## config.mk

```make
export PLATFORM = sky130hd
export DESIGN_NAME = idelay_sweep_ctrl
export DESIGN_NICKNAME = d
export VERILOG_FILES = /design/src/rtl/idelay_sweep_pkg.sv /design/src/rtl/eye_run_tracker.sv /design/src/rtl/idelay_sweep_ctrl.sv
export SDC_FILE = /design/constraint.sdc
export NUM_CORES = 1
export LEC_CHECK = 0
export ABC_AREA = 1
export CAP_MARGIN = 20
export CORE_UTILIZATION = 39
export CTS_CLUSTER_DIAMETER = 50
export CTS_CLUSTER_SIZE = 25
export DETAILED_ROUTE_END_ITERATION = 12
export PLACE_DENSITY = 0.66
export SLEW_MARGIN = 15
export SYNTH_ARGS = -nofsm -noshare
export SYNTH_HDL_FRONTEND = slang
export SYNTH_SLANG_ARGS = --single-unit
```

## constraint.sdc

```tcl
create_clock -name CLK -period 6.8 [get_ports CLK]
set_input_delay 1.36 -clock CLK [delete_from_list [all_inputs] [get_ports CLK]]
set_output_delay 1.36 -clock CLK [all_outputs]
set_load 0.02 [all_outputs]
```

## src/rtl/idelay_sweep_pkg.sv

```systemverilog
// Shared types and constants for the IDELAY tap sweep sequencer.
// Contents: FSM state enum, default parameters, run-centre helper.
package idelay_sweep_pkg;

  localparam int DEF_TAP_WIDTH     = 5;
  localparam int DEF_NUM_TAPS      = 32;
  localparam int DEF_SETTLE_CYCLES = 16;
  localparam int DEF_WINDOW_CYCLES = 256;
  localparam int DEF_COUNT_WIDTH   = 8;

  typedef enum logic [2:0] {
    S_IDLE,
    S_LOAD,
    S_SETTLE,
    S_MEASURE,
    S_REPORT,
    S_DONE
  } state_t;

  function automatic logic [15:0] run_centre(
    input logic [16:0] start,
    input logic [16:0] len
  );
    logic [16:0] c;
    if (len == 17'd0) begin
      c = 17'd0;
    end else begin
      c = start + ((len - 17'd1) >> 1);
    end
    return c[15:0];
  endfunction

endpackage

```

## src/rtl/eye_run_tracker.sv

```systemverilog
// Tracks the longest run of zero-error taps; earliest run wins ties.
// Ports: CLK, RST (sync, low), clr, upd, tap, zero, last -> best_start, best_len, valid.
module eye_run_tracker
  import idelay_sweep_pkg::*;
#(
  parameter int TAP_WIDTH = DEF_TAP_WIDTH
) (
  input  logic               CLK,
  input  logic               RST,
  input  logic               clr,
  input  logic               upd,
  input  logic [TAP_WIDTH:0] tap,
  input  logic               zero,
  input  logic               last,
  output logic [TAP_WIDTH:0] best_start,
  output logic [TAP_WIDTH:0] best_len,
  output logic               valid
);

  localparam int W = TAP_WIDTH + 1;

  logic [TAP_WIDTH:0] cur_len;
  logic [TAP_WIDTH:0] cur_start;
  logic [TAP_WIDTH:0] run_len;
  logic [TAP_WIDTH:0] run_st;
  logic               close;

  // Candidate run including this tap (or the open run on a nonzero tap).
  always_comb begin
    run_len = cur_len;
    run_st  = cur_start;
    if (zero) begin
      run_len = cur_len + W'(1);
      if (cur_len == '0) begin
        run_st = tap;
      end
    end
  end

  assign close = !zero || last;
  assign valid = (best_len != '0);

  always_ff @(posedge CLK) begin
    if (!RST || clr) begin
      cur_len    <= '0;
      cur_start  <= '0;
      best_len   <= '0;
      best_start <= '0;
    end else if (upd) begin
      if (close) begin
        cur_len <= '0;
        if (run_len > best_len) begin
          best_len   <= run_len;
          best_start <= run_st;
        end
      end else begin
        cur_len   <= run_len;
        cur_start <= run_st;
      end
    end
  end

endmodule

```

## src/rtl/idelay_sweep_ctrl.sv

```systemverilog
// IDELAY tap sweep: load, settle, count errors per tap, report best centre.
// Ports: CLK, RST, I_START, I_ERR, [I_ABORT if IDELAY_SWEEP_ABORT_EN] -> O_* status/results.
module idelay_sweep_ctrl
  import idelay_sweep_pkg::*;
#(
  parameter int TAP_WIDTH     = DEF_TAP_WIDTH,
  parameter int NUM_TAPS      = DEF_NUM_TAPS,
  parameter int SETTLE_CYCLES = DEF_SETTLE_CYCLES,
  parameter int WINDOW_CYCLES = DEF_WINDOW_CYCLES,
  parameter int COUNT_WIDTH   = DEF_COUNT_WIDTH
) (
  input  logic                   CLK,
  input  logic                   RST,
  input  logic                   I_START,
  input  logic                   I_ERR,
`ifdef IDELAY_SWEEP_ABORT_EN
  input  logic                   I_ABORT,
`endif
  output logic                   O_BUSY,
  output logic                   O_DLY_LD,
  output logic [TAP_WIDTH-1:0]   O_DLY_CNT,
  output logic                   O_STB,
  output logic [TAP_WIDTH-1:0]   O_TAP,
  output logic [COUNT_WIDTH-1:0] O_CNT,
  output logic                   O_DONE,
  output logic [TAP_WIDTH-1:0]   O_BEST_TAP,
  output logic                   O_BEST_VALID
);

  localparam int TW1   = TAP_WIDTH + 1;
  localparam int CMAX  = (SETTLE_CYCLES > WINDOW_CYCLES) ?
                         SETTLE_CYCLES : WINDOW_CYCLES;
  localparam int CYC_W = $clog2(CMAX + 1);

  state_t                 state;
  logic [TAP_WIDTH:0]     tap;
  logic [CYC_W-1:0]       cyc;
  logic [COUNT_WIDTH-1:0] err_cnt;
  logic                   abort_req;
  logic                   last_tap;
  logic [TAP_WIDTH:0]     b_start;
  logic [TAP_WIDTH:0]     b_len;
  logic                   b_valid;

`ifdef IDELAY_SWEEP_ABORT_EN
  assign abort_req = I_ABORT;
`else
  assign abort_req = 1'b0;
`endif

  assign O_BUSY   = (state != S_IDLE);
  assign last_tap = (tap == TW1'(NUM_TAPS - 1));

  eye_run_tracker #(
    .TAP_WIDTH (TAP_WIDTH)
  ) u_trk (
    .CLK        (CLK),
    .RST        (RST),
    .clr        (state == S_IDLE),
    .upd        (state == S_REPORT),
    .tap        (tap),
    .zero       (err_cnt == '0),
    .last       (last_tap),
    .best_start (b_start),
    .best_len   (b_len),
    .valid      (b_valid)
  );

  always_ff @(posedge CLK) begin
    if (!RST) begin
      state        <= S_IDLE;
      tap          <= '0;
      cyc          <= '0;
      err_cnt      <= '0;
      O_DLY_LD     <= 1'b0;
      O_DLY_CNT    <= '0;
      O_STB        <= 1'b0;
      O_TAP        <= '0;
      O_CNT        <= '0;
      O_DONE       <= 1'b0;
      O_BEST_TAP   <= '0;
      O_BEST_VALID <= 1'b0;
    end else if (abort_req && state != S_IDLE) begin
      state        <= S_IDLE;
      O_DLY_LD     <= 1'b0;
      O_STB        <= 1'b0;
      O_DONE       <= 1'b0;
      O_BEST_VALID <= 1'b0;
    end else begin
      O_DLY_LD <= 1'b0;
      O_STB    <= 1'b0;
      O_DONE   <= 1'b0;
      unique case (state)
        S_IDLE: begin
          if (I_START) begin
            state        <= S_LOAD;
            tap          <= '0;
            O_BEST_VALID <= 1'b0;
          end
        end
        S_LOAD: begin
          O_DLY_LD  <= 1'b1;
          O_DLY_CNT <= tap[TAP_WIDTH-1:0];
          cyc       <= '0;
          state     <= S_SETTLE;
        end
        S_SETTLE: begin
          if (cyc == CYC_W'(SETTLE_CYCLES - 1)) begin
            cyc     <= '0;
            err_cnt <= '0;
            state   <= S_MEASURE;
          end else begin
            cyc <= cyc + CYC_W'(1);
          end
        end
        S_MEASURE: begin
          if (I_ERR && err_cnt != '1) begin
            err_cnt <= err_cnt + COUNT_WIDTH'(1);
          end
          if (cyc == CYC_W'(WINDOW_CYCLES - 1)) begin
            state <= S_REPORT;
          end else begin
            cyc <= cyc + CYC_W'(1);
          end
        end
        S_REPORT: begin
          O_STB <= 1'b1;
          O_TAP <= tap[TAP_WIDTH-1:0];
          O_CNT <= err_cnt;
          if (last_tap) begin
            state <= S_DONE;
          end else begin
            tap   <= tap + TW1'(1);
            state <= S_LOAD;
          end
        end
        S_DONE: begin
          O_DONE       <= 1'b1;
          O_BEST_TAP   <= TAP_WIDTH'(run_centre(17'(b_start), 17'(b_len)));
          O_BEST_VALID <= b_valid;
          state        <= S_IDLE;
        end
        default: state <= S_IDLE;
      endcase
    end
  end

endmodule

```

==> impl_metrics.py, run 1 <==
metrics = {
    "run_status": {
        "status": "completed",
    },
    "timing": {
        "fin_setup_tns_ps": 0,
        "relSlewSlack_pct": 41.7,
        "tightestPinTransition_ps": 871,
        "rsz0062_at_grt": "no",
        "min_period_over_period_pct": 57.3,
        "fmax_ghz": 0.257,
        "finalCriticalPeriod_ps": 3900,
        "finalMaxSlewViolations": 0,
        "finalHoldViolCount": 0,
        "setup_violations": 0,
        "hold_slack_ps": 454,
        "fin_skew_ps": 14.7,
    },
    "logic_synthesis": {
        "yosysMostFrequentCell": "nand2_1",
        "syn_area_per_cell_sq_um": 6.83,
        "synth.area.top_cells": "dfxtp_1, nand2_1, nor2_1",
        "post-synth-top-area-cell": "dfxtp_1",
        "ys.warnings.count": 0,
        "synthDistinctLibCells": 34,
        "synth_edf_count": 0,
        "syn_inst": 587,
        "yosysSeqAreaShare_pct": 37.5,
        "netlist_top_cells_count": "nand2_1, nor2_1, inv_1, dfxtp_1, a21oi_1",
        "synth_nets": 611,
        "synth_top_flop_cell": "dfxtp_1",
        "synth_top_area_share_pct": 37.5,
        "syn_area_sq_um": 4010,
        "ys_ff_latch": 75,
        "synthArstFlopShare_pct": 0,
    },
    "clock_tree": {
        "clk_pin_slew_worst_paths_ps": 80,
        "cts_tree": "yes",
        "cts-resized-gates": 0,
        "cts-hold-fix-buffers": 0,
        "htreeDepth": 3,
        "clk_latency_ps": 350,
        "cts_num_sinks": 75,
        "cts_root_buf": "clkbuf_8",
        "clk_path_buf_depth": 2,
        "cts_setup_buffers": 0,
        "cts_made_buffers": 9,
    },
    "layout": {
        "diodes": 0,
        "multi_input_area_sq_um": 2090,
        "syn2layout_area_growth_pct": 15.3,
        "seq_area_sq_um": 1500,
        "nets": 637,
        "drive_above_1_share_pct": 6.32,
        "n_fill_cell": 980,
        "post-route-util_pct": 46.8,
    },
    "floorplanning": {
        "dieHeight_microns": 103,
        "start_util_pct": 40.6,
        "die_w_microns": 103,
        "top_level_ports": 32,
        "die_area_sq_um": 10700,
        "rows": 36,
        "coreArea_sq_um": 9860,
    },
    "job": {
        "maxCapViolCount": 0,
    },
    "global_route": {
        "met1_usage_pct": 20.9,
        "antenna_found_initial": 0,
        "busiest_layer": "met2",
        "gr-usage-met3_pct": 3.70,
        "grt_pass1_wl_microns": 14900,
        "use_met2_pct": 31.1,
        "first_global_vias": 3358,
        "grtUsageTotal_pct": 17.6,
        "grt.overflow.total": 0,
        "grt_max_degree": 30,
    },
    "routing": {
        "wl_microns": 8640,
        "drt_first_pass_iters": 4,
        "wl_per_cell_microns": 11.5,
        "antenna_left": 0,
        "vias_per_cell": 4.82,
        "first_iter_violations": 161,
        "drc": 0,
        "routed-via-count": 3612,
    },
    "setup_path": {
        "critical_path_class": "in -> reg",
        "endpoint_kind": "flip-flop",
        "crit_top_cell": "inv_1",
        "crit_fanout": 29,
        "cp_slowest_cell": "clkdlybuf4s50_1",
        "path_cells": "clkdlybuf4s50_1 -> inv_1 -> nor2_2 -> inv_1 -> a21oi_1",
        "cp.required_ps": 7070,
        "start_kind": "input pin",
        "critPathMaxStageDelay_ps": 1040,
        "crit_arrival_ps": 4170,
    },
    "power_and_ir_drop": {
        "p_leak_nw": 2.03,
        "p_int_uw": 770,
        "p_comb_share_pct": 20.1,
        "powerDensity_nw_per_um2": 240,
        "seq_power_share_pct": 42.4,
        "clock_power_share_pct": 37.5,
        "swShare_pct": 30.7,
        "switchingPower_uw": 340,
        "peakVddDrop_mv": 0.117,
    },
    "worst_hold_path": {
        "hold_path.class": "reg -> reg",
    },
    "placed_design": {
        "place_congestion": 0.827,
        "io_buffers": 31,
        "dp_hpwl_microns": 6330,
    },
}
[cell families (layout without fill, tap and decap cells)]
kind of cell	Yosys count	count (layout)	share of synthesized area [%]
adders and majority gates	20	20	6.43
buffers and inverters	99	129	10.3
AOI/OAI and AO/OA	99	99	13.1
xor gates and xnor gates	10	10	2.19
DFF	75	75	37.5
and+or+nand+nor	284	284	30.5
[worst max-delay path: cells and delay by family]
family                 cells  cell delay [ps]
AOI/OAI and AO/OA          1              170
buffers and inverters      3             1890
and+or+nand+nor            1              720
[final cells by class]
| type | count | area share, % |
|---|---|---|
| clock buffers | 9 | 2.68 |
| clock inverters | 6 | 2.44 |
| inverters | 83 | 6.74 |
| multi-input cells | 413 | 45.3 |
| flip-flops and latches | 75 | 32.5 |
| well taps | 133 | 3.60 |
| repair buffers | 31 | 6.72 |
[power groups by stage]
stage / Sequential (mW) / Clock [mW] / Combinational [mW]
after floorplan: 0.486 / 0 / 0.159
after global placement: 0.480 / 0 / 0.217
after detailed placement: 0.481 / 0 / 0.222
after CTS: 0.471 / 0.429 / 0.224
after global routing: 0.472 / 0.443 / 0.254
final: 0.470 / 0.417 / 0.223
[stage by stage]
stage | std cells | instance area (sq um) | total power, mW | setup WS (ps)
2_1_floorplan | 587 | 4010 | 0.646 | 4570
3_3_place_gp | 735 | 4380 | 0.697 | 2590
3_5_place_dp | 735 | 4380 | 0.703 | 2530
4_1_cts | 750 | 4620 | 1.12 | 2900
5_1_grt | 750 | 4620 | 1.17 | 2620
6_report | 750 | 4620 | 1.11 | 2900
[state kept, by name, indices dropped and copies added, names as in the netlist, 3 cells and up]
signal / count
u_trk.cur_start: 5
state: 3
O_TAP: 5
O_CNT: 8
O_DLY_CNT: 5
tap: 6
err_cnt: 8
u_trk.best_start: 5
u_trk.best_len: 6
O_BEST_TAP: 5
cyc: 9
u_trk.cur_len: 6
[path summary, 6_finish.rpt]
| kind | from | to | slack (ps) | cells after the start |
|---|---|---|---|---|
| worst min-delay path | O_DLY_CNT[3]$_SDFFE_PN0P_ | O_DLY_CNT[3]$_SDFFE_PN0P_ | 450 | 2 |
| worst max-delay path | RST | u_trk.cur_len[4]$_SDFFE_PP0P_ | 2900 | 5 |
| worst min register to register | O_DLY_CNT[3]$_SDFFE_PN0P_ | O_DLY_CNT[3]$_SDFFE_PN0P_ | 450 | 2 |
| worst max register to register | err_cnt[0]$_SDFFE_PN0P_ | u_trk.best_start[2]$_SDFFE_PP0P_ | 4040 | 16 |
[placed cells by master (no fill, tap or decap), drive strengths merged, types with 2 or more instances in the layout]
cell / netlist / final
dfxtp: 75 / 75
nand4: 9 / 9
clkbuf: 5 / 9
inv: 83 / 85
nand2: 149 / 149
nor3: 5 / 5
a21oi: 50 / 50
clkdlybuf4s50: 0 / 31
xnor2: 4 / 4
nor2: 91 / 91
or2: 2 / 2
o21ai: 46 / 46
ha: 19 / 19
xor2: 6 / 6
nand3: 25 / 25
bufinv: 0 / 3
o21bai: 3 / 3
[per-layer routing]
metal,vias up,wire length [microns]
li1,1900,-
met1,1651,4070
met2,52,4160
met3,9,311
met4,0,98
met5,-,0
Power figures use the tool's default switching activity.
==> run 2, diff against run 1 <==
PLACE_DENSITY = 0.68   (was 0.66)
clock period = 3.2 ns   (was 6.8 ns; I/O delays follow)
==> run 2 against run 1 <==
Against the previous run:
- non-clock buffer count up 2
- die area did not move
- largest cell class unchanged
- flip-flop and latch count stayed put
- wire length grew 2.4%
- final cell count increased by 0.40%
- first-iteration DRC count rose by 12%
- critical endpoint is now u_trk.best_len[4]$_SDFFE_PP0P_
==> impl_metrics.py, run 2 (same netlist as run 1, synthesis figures left out) <==
metrics = {
    "run_status": {
        "status": "completed",
    },
    "global_route": {
        "antenna_found_initial": 0,
        "grt_pass1_wl_microns": 14800,
        "gr-usage-met3_pct": 4.70,
        "use_met2_pct": 30.7,
        "met1_usage_pct": 21.6,
        "busiest_layer": "met2",
        "first_global_vias": 3369,
        "grt_max_degree": 29,
        "grtUsageTotal_pct": 18.0,
        "grt.overflow.total": 0,
    },
    "layout": {
        "layout_commonest_cell": "nand2_1",
        "top_regs": "cyc (9), O_CNT (8), err_cnt (8)",
        "top_register": "cyc",
        "largest_reg_flops": 9,
        "post-route-util_pct": 46.4,
        "nets": 639,
        "multi_input_area_sq_um": 2090,
        "drive_above_1_share_pct": 6.61,
        "syn2layout_area_growth_pct": 14.3,
        "diodes": 0,
        "fin_cells": 753,
        "finalInstanceArea_sq_um": 4580,
        "n_fill_cell": 971,
        "layout_common_cells": "nand2_1, nor2_1, inv_1",
        "seq_area_sq_um": 1500,
    },
    "timing": {
        "fin_skew_ps": 9.39,
        "relSlewSlack_pct": 50.4,
        "setup_slack_ps": 547,
        "finalCriticalPeriod_ps": 2650,
        "min_period_over_period_pct": 82.9,
        "fmax_ghz": 0.377,
        "fin_setup_tns_ps": 0,
        "setup_violations": 0,
        "hold_slack_ps": 447,
        "finalHoldViolCount": 0,
        "finalMaxSlewViolations": 0,
        "rsz0062_at_grt": "no",
        "tightestPinTransition_ps": 743,
    },
    "floorplanning": {
        "top_level_ports": 32,
        "start_util_pct": 40.6,
        "coreArea_sq_um": 9860,
        "die_w_microns": 103,
        "die_area_sq_um": 10700,
        "rows": 36,
        "dieHeight_microns": 103,
    },
    "placed_design": {
        "dp_hpwl_microns": 6450,
        "post-place-ws_ps": 587,
        "place_area_sq_um": 4400,
        "place_congestion": 0.811,
        "io_buffers": 31,
        "placedCellCount": 737,
    },
    "routing": {
        "drc": 0,
        "first_iter_violations": 181,
        "vias_per_cell": 4.74,
        "routed-via-count": 3569,
        "drt_first_pass_iters": 4,
        "wl_microns": 8850,
        "wl_per_cell_microns": 11.7,
        "antenna_left": 0,
    },
    "setup_path": {
        "endpoint_kind": "flip-flop",
        "crit_arrival_ps": 2950,
        "reg2reg_to": "u_trk.best_len[4]$_SDFFE_PP0P_",
        "rrSetupSlack_ps": 550,
        "start_kind": "flip-flop",
        "cp.required_ps": 3500,
        "r2r_start": "err_cnt[0]$_SDFFE_PN0P_",
        "critical_path_class": "reg -> reg",
        "cp-endpoint": "u_trk.best_len[4]$_SDFFE_PP0P_",
        "startpoint": "err_cnt[0]$_SDFFE_PN0P_",
        "r2r_cells": 16,
        "crit_fanout": 20,
    },
    "clock_tree": {
        "clk_latency_ps": 360,
        "cts_made_buffers": 9,
        "clk_path_buf_depth": 2,
        "cts_tree": "yes",
        "clk_pin_slew_worst_paths_ps": 80,
        "cts_root_buf": "clkbuf_8",
        "cts-hold-fix-buffers": 0,
        "cts_setup_buffers": 0,
        "cts_num_sinks": 75,
        "htreeDepth": 3,
        "cts-resized-gates": 0,
    },
    "job": {
        "maxCapViolCount": 0,
    },
    "power_and_ir_drop": {
        "p_total_mw": 2.15,
        "powerDensity_nw_per_um2": 470,
        "p_leak_nw": 2.01,
        "peakVddDrop_mv": 0.182,
    },
    "worst_hold_path": {
        "hold_path.class": "reg -> reg",
    },
}
-- run 2: changes by cell type in the layout (fill, tap and decap cells not counted) --
cell        change
bufinv_16       -3
buf_4           +2
clkbuf_8        +2
clkinvlp_4      +2
inv_6           -2
clkbuf_1        +1
clkinv_2        +1
-- run 2: worst min-delay path by stage --
stage	start	endpoint	slack, ps	depth (start not counted)
2_1_floorplan	cyc[8]$_SDFFE_PN0P_	cyc[8]$_SDFFE_PN0P_	450	2
3_3_place_gp	O_DLY_CNT[4]$_SDFFE_PN0P_	O_DLY_CNT[4]$_SDFFE_PN0P_	440	2
3_5_place_dp	O_DLY_CNT[4]$_SDFFE_PN0P_	O_DLY_CNT[4]$_SDFFE_PN0P_	440	2
4_1_cts	O_DLY_CNT[4]$_SDFFE_PN0P_	O_DLY_CNT[4]$_SDFFE_PN0P_	450	2
5_1_grt	O_DLY_CNT[4]$_SDFFE_PN0P_	O_DLY_CNT[4]$_SDFFE_PN0P_	460	2
6_report	O_DLY_CNT[4]$_SDFFE_PN0P_	O_DLY_CNT[4]$_SDFFE_PN0P_	450	2
-- run 2: power by group --
group          internal (mW)  switching, mW  total [mW]
registers              0.968         0.0308       0.999
logic                  0.153          0.321       0.474
clock network          0.321          0.360       0.682
-- run 2: area by class of cell --
class / count / area share (%)
multi-input cells: 413 / 45.7
flip-flops and latches: 75 / 32.8
repair buffers: 33 / 7.10
inverters: 83 / 6.80
well taps: 133 / 3.63
clock buffers: 12 / 3.39
clock inverters: 4 / 0.546
-- run 2: per-layer routing --
metal / vias to the layer above / part of all wire (%)
li1: 1900 / -
met1: 1602 / 49
met2: 56 / 47
met3: 11 / 2.9
met4: 0 / 1.5
met5: - / 0
-- run 2: worst max-delay path: stages (launching register included) --
cell,delay (ps)
dfxtp_1,350
inv_1,130
ha_1,170
nand2_1,90
nor2_4,350
nand2_1,100
nand2_1,60
inv_1,60
ha_1,290
nand2_1,60
nor2_1,110
nand2_1,70
nand3_1,130
nand4_4,270
nand2_1,150
nand2_1,70
nor2_1,110
==> run 3, diff against run 2 <==
clock period = 2.4 ns   (was 3.2 ns; I/O delays follow)
==> run 3 against run 2 <==
Against the previous run:
- fmax up 16%
- setup slack worse by 440 ps
- first-iteration DRC count decreased by 3.9%
- non-clock buffer count increased by 17
- via count increased by 4.3%
- clock power rose by 23%
- final cell count increased by 2.7%
- hold slack lost 2.7 ps
- register-to-register slack lost 440 ps
- sequential share of layout area is 1.9 points lower
- total power grew 42%
- utilization rose by 2.9 points
- critical endpoint is now u_trk.best_len[3]$_SDFFE_PP0P_
==> impl_metrics.py, run 3 (same netlist as run 1, synthesis figures left out) <==
metrics = {
    "run_status": {
        "status": "completed",
    },
    "routing": {
        "antenna_left": 0,
        "vias_per_cell": 4.81,
        "wl_microns": 9220,
        "first_iter_violations": 174,
        "routed-via-count": 3721,
        "wl_per_cell_microns": 11.9,
        "drc": 0,
        "drt_first_pass_iters": 4,
    },
    "setup_path": {
        "cp.required_ps": 2660,
        "crit_arrival_ps": 2550,
        "r2r_cells": 16,
        "reg2reg_to": "u_trk.best_len[3]$_SDFFE_PP0P_",
        "rrSetupSlack_ps": 110,
        "start_kind": "flip-flop",
        "crit_fanout": 6,
        "critical_path_class": "reg -> reg",
        "r2r_start": "err_cnt[1]$_SDFFE_PN0P_",
        "endpoint_kind": "flip-flop",
    },
    "layout": {
        "layout_common_cells": "nand2_1, nor2_1, inv_1",
        "largest_reg_flops": 9,
        "top_regs": "cyc (9), O_CNT (8), err_cnt (8)",
        "drive_above_1_share_pct": 11.9,
        "diodes": 0,
        "post-route-util_pct": 49.3,
        "layout_commonest_cell": "nand2_1",
        "syn2layout_area_growth_pct": 21.4,
        "top_register": "cyc",
        "n_fill_cell": 938,
        "nets": 659,
    },
    "worst_hold_path": {
        "hold_depth": 2,
        "hold_path.class": "reg -> reg",
        "holdPathEnd": "O_DLY_CNT[1]$_SDFFE_PN0P_",
        "min_from": "O_DLY_CNT[1]$_SDFFE_PN0P_",
    },
    "clock_tree": {
        "cts-hold-fix-buffers": 0,
        "cts_root_buf": "clkbuf_8",
        "clk_path_buf_depth": 2,
        "cts_made_buffers": 9,
        "cts_tree": "yes",
        "clk_latency_ps": 370,
        "htreeDepth": 3,
        "clk_pin_slew_worst_paths_ps": 80,
        "cts_num_sinks": 75,
    },
    "timing": {
        "tightestPinTransition_ps": 404,
        "relSlewSlack_pct": 72.9,
        "setup_violations": 0,
        "finalCriticalPeriod_ps": 2290,
        "fin_skew_ps": 12.8,
        "finalHoldViolCount": 0,
        "finalMaxSlewViolations": 0,
        "hold_slack_ps": 444,
        "fin_setup_tns_ps": 0,
        "setup_slack_ps": 110,
        "min_period_over_period_pct": 95.4,
        "fmax_ghz": 0.437,
    },
    "power_and_ir_drop": {
        "p_leak_nw": 2.12,
        "powerDensity_nw_per_um2": 629,
        "peakVddDrop_mv": 0.246,
        "p_total_mw": 3.06,
    },
    "floorplanning": {
        "top_level_ports": 32,
        "coreArea_sq_um": 9860,
        "dieHeight_microns": 103,
        "rows": 36,
        "start_util_pct": 40.6,
        "die_area_sq_um": 10700,
        "die_w_microns": 103,
    },
    "global_route": {
        "grt_max_degree": 29,
        "grt_pass1_wl_microns": 15000,
        "first_global_vias": 3285,
        "grt.overflow.total": 0,
        "antenna_found_initial": 0,
        "grtUsageTotal_pct": 18.4,
    },
    "placed_design": {
        "place_congestion": 0.882,
        "dp_hpwl_microns": 6520,
        "io_buffers": 31,
        "post-place-ws_ps": -8.92,
    },
    "job": {
        "maxCapViolCount": 0,
    },
}
run 3: cell types whose count changed in the layout (fill, tap and decap cells not counted), sizes merged:
cell      before  now
nand4          9   12
clkinvlp       2    0
clkinv         2    3
buf            2   18
clkbuf        12   14
run 3: worst max-delay path: stages (launching register included):
cell and delay [ps]:
dfxtp_2 340, inv_2 60, ha_2 170, nand2_2 70, nor2_4 150, clkbuf_16 170, nand2_1 60, o21ai_2 100
ha_1 330, nand2_1 90, nand2_1 50, nand2_1 100, nand3_4 150, nand4_4 160, nand2_1 60, nand2_1 60
nor2_1 50
run 3: how the worst max path moves through the flow:
stage / slack (ps) / from / end / depth (start not counted)
floorplan: 170 / err_cnt[0]$_SDFFE_PN0P_ / u_trk.best_len[5]$_SDFFE_PP0P_ / 17
global placement: 110 / err_cnt[1]$_SDFFE_PN0P_ / u_trk.best_len[5]$_SDFFE_PP0P_ / 17
detailed placement: -9 / err_cnt[1]$_SDFFE_PN0P_ / u_trk.best_len[3]$_SDFFE_PP0P_ / 18
CTS: -10 / err_cnt[1]$_SDFFE_PN0P_ / u_trk.best_len[3]$_SDFFE_PP0P_ / 18
global route: -40 / err_cnt[1]$_SDFFE_PN0P_ / u_trk.best_len[5]$_SDFFE_PP0P_ / 16
finish: 110 / err_cnt[1]$_SDFFE_PN0P_ / u_trk.best_len[3]$_SDFFE_PP0P_ / 16
run 3: power breakdown:
group          switching (mW)  internal (mW)  leakage [nW]  total, mW
Clock                   0.465          0.372        0.0812      0.837
Combinational           0.557          0.335          1.43      0.892
Sequential             0.0384           1.29         0.607       1.33
Total                    1.06           2.00          2.12       3.06
run 3: per-layer routing:
metal / GRT usage [%] / wire length [microns]
met1: 22.5 / 4290
met2: 31.1 / 4410
met3: 3.70 / 364
met4: 8.45 / 153
met5: 0 / 0
run 3: cell type report:
cell class | instances | area (sq um) | share of cell area (%)
tap | 133 | 166 | 3.42
sequential | 75 | 1500 | 30.9
inverter | 83 | 312 | 6.40
multi-input combinational | 416 | 2250 | 46.2
timing repair buffer | 50 | 483 | 9.93
clock inverter | 3 | 15.0 | 0.309
clock buffer | 13 | 139 | 2.85
run 3: what timing repair did:
action	CTS	global route
resized for setup	1	23
cloned	1	3
endpoints found under the setup margin	4	11
pin swaps	0	5
setup buffers	0	2
run 3: metrics by stage:
| step | area, sq um | std cells |
|---|---|---|
| floorplan | 4010 | 587 |
| finish | 4870 | 773 |
| global placement | 4520 | 751 |
| detailed placement | 4520 | 751 |
| global route | 4870 | 773 |
| CTS | 4690 | 768 |
